$ cat src/rtl/cpu_commit_tracer.sv
// cpu_commit_tracer: observes one retired instruction per clock and queues a
// commit record (cycle stamp, PC, write enable, rd, data) in a small FIFO that
// drains over a valid/ready stream. Tracing stops on an all-zero instruction
// word (halt) or after MAX_CYCLES traced cycles (timeout).
// Optional feature macro: TRACE_FILTER_EN -- when defined, only instructions
// that really write a register (rd_we_i and rd_addr_i != 0) are recorded.
module cpu_commit_tracer #(
    parameter int XLEN       = 32,
    parameter int DEPTH      = 16,
    parameter int CNT_W      = 16,
    parameter int MAX_CYCLES = 500
) (
    input  logic             clk_i,
    input  logic             rst_i,
    input  logic [XLEN-1:0]  pc_i,
    input  logic [31:0]      inst_i,
    input  logic             rd_we_i,
    input  logic [4:0]       rd_addr_i,
    input  logic [XLEN-1:0]  rd_data_i,
    output logic             trc_valid_o,
    input  logic             trc_ready_i,
    output logic [CNT_W-1:0] trc_cycle_o,
    output logic [XLEN-1:0]  trc_pc_o,
    output logic             trc_we_o,
    output logic [4:0]       trc_rd_o,
    output logic [XLEN-1:0]  trc_data_o,
    output logic             halted_o,
    output logic             timeout_o,
    output logic             overflow_o,
    output logic             done_o,
    output logic [CNT_W-1:0] cycle_cnt_o
);

    localparam int AW = $clog2(DEPTH);
    localparam int CW = $clog2(DEPTH + 1);

    typedef enum logic [1:0] {IDLE, RUN, DRAIN, DONE} state_t;

    typedef struct packed {
        logic [CNT_W-1:0] cycle;
        logic [XLEN-1:0]  pc;
        logic             we;
        logic [4:0]       rd;
        logic [XLEN-1:0]  data;
    } rec_t;

    state_t        state;
    rec_t          mem [DEPTH];
    rec_t          head;
    rec_t          new_rec;
    logic [AW-1:0] wr_ptr;
    logic [AW-1:0] rd_ptr;
    logic [CW-1:0] count;

    logic is_halt, rec_we, keep, push_req, push, pop, drop;
    logic empty, full, at_limit, cnt_max;

    assign is_halt  = (inst_i == 32'h0);
    assign rec_we   = rd_we_i & (rd_addr_i != 5'd0);
`ifdef TRACE_FILTER_EN
    assign keep     = rec_we;
`else
    assign keep     = 1'b1;
`endif
    assign empty    = (count == '0);
    assign full     = (count == CW'(DEPTH));
    assign pop      = !empty && trc_ready_i;
    // A full FIFO still accepts a record when the head leaves on the same edge.
    assign push_req = (state == RUN) && !is_halt && keep;
    assign push     = push_req && (!full || pop);
    assign drop     = push_req && full && !pop;
    assign at_limit = (cycle_cnt_o == CNT_W'(MAX_CYCLES - 1));
    assign cnt_max  = &cycle_cnt_o;

    assign new_rec = '{cycle: cycle_cnt_o, pc: pc_i, we: rec_we,
                       rd: rd_addr_i, data: rd_data_i};

    // Head record is forced to zero while empty so stale/unwritten slots never leak out.
    assign head        = mem[rd_ptr];
    assign trc_valid_o = !empty;
    assign trc_cycle_o = empty ? '0 : head.cycle;
    assign trc_pc_o    = empty ? '0 : head.pc;
    assign trc_we_o    = empty ? 1'b0 : head.we;
    assign trc_rd_o    = empty ? '0 : head.rd;
    assign trc_data_o  = empty ? '0 : head.data;

    // Record storage write port.
    // NOTE: the storage array has no reset; validity is tracked by count, so clearing it buys nothing.
    always_ff @(posedge clk_i) begin
        if (push) mem[wr_ptr] <= new_rec;
    end

    // FIFO pointers and occupancy; pointers wrap naturally because DEPTH is a power of two.
    // NOTE: all sequential state uses non-blocking assignments so every register sees pre-edge values.
    always_ff @(posedge clk_i or negedge rst_i) begin
        if (!rst_i) begin
            wr_ptr <= '0;
            rd_ptr <= '0;
            count  <= '0;
        end else begin
            if (push) wr_ptr <= wr_ptr + AW'(1);
            if (pop)  rd_ptr <= rd_ptr + AW'(1);
            case ({push, pop})
                2'b10:   count <= count + CW'(1);
                2'b01:   count <= count - CW'(1);
                default: count <= count;
            endcase
        end
    end

    // Tracing FSM with registered status flags and cycle counter.
    always_ff @(posedge clk_i or negedge rst_i) begin
        if (!rst_i) begin
            state       <= IDLE;
            cycle_cnt_o <= '0;
            halted_o    <= 1'b0;
            timeout_o   <= 1'b0;
            overflow_o  <= 1'b0;
            done_o      <= 1'b0;
        end else begin
            if (drop) overflow_o <= 1'b1;
            case (state)
                IDLE: state <= RUN;
                RUN: begin
                    if (is_halt) begin
                        // Halt takes priority over a coincident timeout.
                        halted_o <= 1'b1;
                        state    <= DRAIN;
                    end else begin
                        if (!cnt_max) cycle_cnt_o <= cycle_cnt_o + CNT_W'(1);
                        if (at_limit) begin
                            timeout_o <= 1'b1;
                            state     <= DRAIN;
                        end
                    end
                end
                DRAIN: begin
                    if (empty || (count == CW'(1) && pop)) begin
                        state  <= DONE;
                        done_o <= 1'b1;
                    end
                end
                default: state <= DONE;
            endcase
        end
    end

endmodule

$ cat config.mk
export PLATFORM = sky130hd
export DESIGN_NAME = cpu_commit_tracer
export DESIGN_NICKNAME = d
export VERILOG_FILES = /design/src/rtl/cpu_commit_tracer.sv
export SDC_FILE = /design/constraint.sdc
export NUM_CORES = 2
export LEC_CHECK = 0
export ABC_CLOCK_PERIOD_IN_PS = 28700
export CORE_ASPECT_RATIO = 0.7
export CORE_MARGIN = 2
export CORE_UTILIZATION = 45
export CTS_CLUSTER_SIZE = 8
export DETAILED_ROUTE_END_ITERATION = 10
export DONT_BUFFER_PORTS = 1
export PLACE_DENSITY_LB_ADDON = 0.2
export SYNTH_ARGS = -nofsm -noshare
export SYNTH_HDL_FRONTEND = slang
export SYNTH_SLANG_ARGS = --single-unit
$ cat constraint.sdc
create_clock -name clk_i -period 28.7 [get_ports clk_i]
set_input_delay 5.74 -clock clk_i [delete_from_list [all_inputs] [get_ports clk_i]]
set_output_delay 5.74 -clock clk_i [all_outputs]
set_load 0.01 [all_outputs]
==> results_dict.tcl <==
set metrics [dict create \
    core_um2 119000 \
    setup_viol 0 \
    critPathMaxFanout 66 \
    tns_ns 0 \
    htree_levels 4 \
    synth_top_cells_by_area "edfxtp_1, mux4_2, dfrtp_1, and2_1, buf_6" \
    ant_nets 0 \
    hold_buffers 0 \
    cts_buffers 194 \
    power.switching_w 0.00195 \
    antenna_found_initial 5 \
    critPathArrivalTime_ns 4.90 \
    root_buffer "clkbuf_16" \
    grt_start_max_net_pins 167 \
    fin_hold_ws_ns 0.501 \
    rows 106 \
    postSynthAreaPerCell_um2 24.6 \
    initial_utilization_pct 45.4 \
    synth_common_cells "edfxtp_1, mux4_2, and2_1" \
    crit_type "register to output port" \
    vias_per_cell 5.99 \
    ys.flop_type "edfxtp_1" \
    clkSinkCount 1411 \
    outcome "finished, final reports clean" \
    synth_most_common_cell "edfxtp_1" \
    synth_top_area_cell "edfxtp_1" \
    start_kind "register" \
    rsz0062_at_grt "no" \
    fin_ws_ns 18.06 \
    post_cts_buffers 0 \
    fin_crit_ns 10.64 \
    combPwrFrac_pct 27.5 \
    synth_seq_cells 1411 \
    clock.fmax_mhz 94.0 \
    wl_per_cell_um 31.1 \
    min_path_type "register to register" \
    ys_seq_area_share_pct 77.9 \
    seq_power_share_pct 42.0 \
    clk_latency_ns 0.79 \
    end_kind "output port" \
    switching_share_pct 29.4 \
    cts_buffer_depth 3 \
    routed_wl_um 123000 \
    finalMaxSlewViolations 0 \
    port_buffers 0 \
    post-place-ws_ns 18.88 \
    final_cells 3940 \
    die_x_um 419 \
    grt_pass1_wl_um 177000 \
    register_area_um2 42200 \
    p_int_w 0.00467 \
    synth_cells 2198 \
    clkPwrFrac_pct 30.4 \
    fin_nets 2451 \
    p_total_w 0.00662 \
    cts_resized 0 \
    dp.cells 3705 \
    synth-edff-count 1376 \
    io_pins 212 \
    die-area_um2 123000 \
    dp_hpwl_um 60400 \
    async_flop_share_pct 2.48 \
    drtIter0Drc 2164 \
    required_ns 22.96 \
    synth_warnings 0 \
    skew_ns 0.0342 \
    grt_overflow 0 \
    globalplace.congestion 0.714 \
    die_h_um 294 \
    vdd_drop_max_uv 66.4 \
    fillers 9041 \
    powerDensity_nw_per_um2 108 \
    multi_input_area_um2 11300 \
    drc 0 \
    syn2layout_area_growth_pct 13.1 \
    grt_usage_pct 20.2 \
    layout-drive-gt1-share_pct 30.3 \
    syn_area_um2 54100 \
    hold_viol_final 0 \
    detail_route.first_pass.iterations 5 \
    synth_cell_types 37 \
    vias 23600 \
    maxSlewHeadroom_pct 19.8 \
    post-route-period-util_pct 37.1 \
    cap_violations 0 \
    leakagePower_nw 19.2 \
    cts_tree "yes" \
    synth_top_area_share_pct 76.3 \
    clkTransAtPathRegs_ns 0.05 \
    syn-num-nets 2314 \
    grt_pass1_vias 25500 \
    worst_pin_slew_ns 1.20 \
]
## cells by family after synthesis
logic type               count (synthesis)  share of synthesized area (%)
AO/OA/AOI/OAI                           14                          0.164
flip-flops                            1411                           77.9
AND/OR/NAND/NOR                        184                           1.96
XOR/XNOR                                26                          0.421
multiplexers                           433                           17.9
adder cells (fa/ha/maj)                 11                          0.254
buffers and inverters                  119                           1.32
## through the flow
stage / area [µm²] / utilization [%]
3_5_place_dp: 56000 / 46.9
6_report: 61200 / 51.3
4_1_cts: 61200 / 51.3
5_1_grt: 61200 / 51.3
2_1_floorplan: 54100 / -
3_3_place_gp: 56000 / 46.9
## power groups by stage
| stage | Sequential, W | Combinational (W) | Clock (W) |
|---|---|---|---|
| after detailed placement | 0.00283 | 0.00187 | 0 |
| final | 0.00278 | 0.00182 | 0.00201 |
| after floorplan | 0.00278 | 0.00140 | 0 |
| after CTS | 0.00279 | 0.00188 | 0.00206 |
| after global routing | 0.00281 | 0.00194 | 0.00214 |
| after global placement | 0.00281 | 0.00186 | 0 |
## cells in the final DEF (no fill, tap or decap), types with 6 or more instances in the layout
cell type and count:
clkbuf_1 23, nor2_1 11, and2_1 88, nand4_1 7
nand2_1 12, xor2_1 20, nor2_4 9, inv_1 7
clkbuf_16 195, buf_4 50, nor4_1 15, dfrtp_1 31
nor3_1 7, nand3_1 11, inv_6 7, nor3_2 6
ha_1 11, edfxtp_1 1376, mux4_2 430, xnor2_1 6
## layer usage
| metal | vias up | part of all wire, % | track usage [%] | routed length [µm] |
|---|---|---|---|---|
| met3 | 155 | 6.1 | 4.11 | 7460 |
| met4 | 0 | 1.6 | 5.42 | 1950 |
| met2 | 771 | 49 | 32.5 | 60400 |
| met5 | - | 0 | 0 | 0 |
| met1 | 13000 | 43 | 28.5 | 52700 |
| li1 | 9665 | - | - | - |
## flip-flops by register name, indices dropped and copies added, names as in the netlist
signal       cells
mem           1376
cycle_cnt_o     16
count            5
rd_ptr           4
wr_ptr           4
state            2
done_o           1
halted_o         1
overflow_o       1
timeout_o        1
## path summary, 6_finish.rpt
kind	start	endpoint	slack, ns	depth (start not counted)
setup / recovery	rd_ptr[1]	trc_rd_o[4]	18.06	5
hold / removal	count[4]	count[4]	0.50	1
setup reg to reg	count[0]	mem[14][52]	24.81	6
hold reg to reg	count[4]	count[4]	0.50	1
max in group asynchronous	rst_i	cycle_cnt_o[5]	23.93	0
min in group asynchronous	rst_i	timeout_o	4.65	0
## layout make-up
cell class / instances / area share [%]
Antenna cell: 2 / 0.00818
Timing Repair Buffer: 53 / 0.711
Sequential cell: 1411 / 69.0
Inverter: 7 / 0.0429
Clock buffer: 218 / 8.11
Clock inverter: 15 / 0.421
Tap cell: 1566 / 3.20
Multi-Input combinational cell: 668 / 18.5
## worst max-delay path, stage by stage (launching register included)
cell and delay, ns:
dfrtp_4 1.11, buf_4 0.83, buf_4 0.84, mux4_2 0.43
mux4_2 0.54, and2_1 0.24
Note: power is estimated with default switching activity, not from simulation.
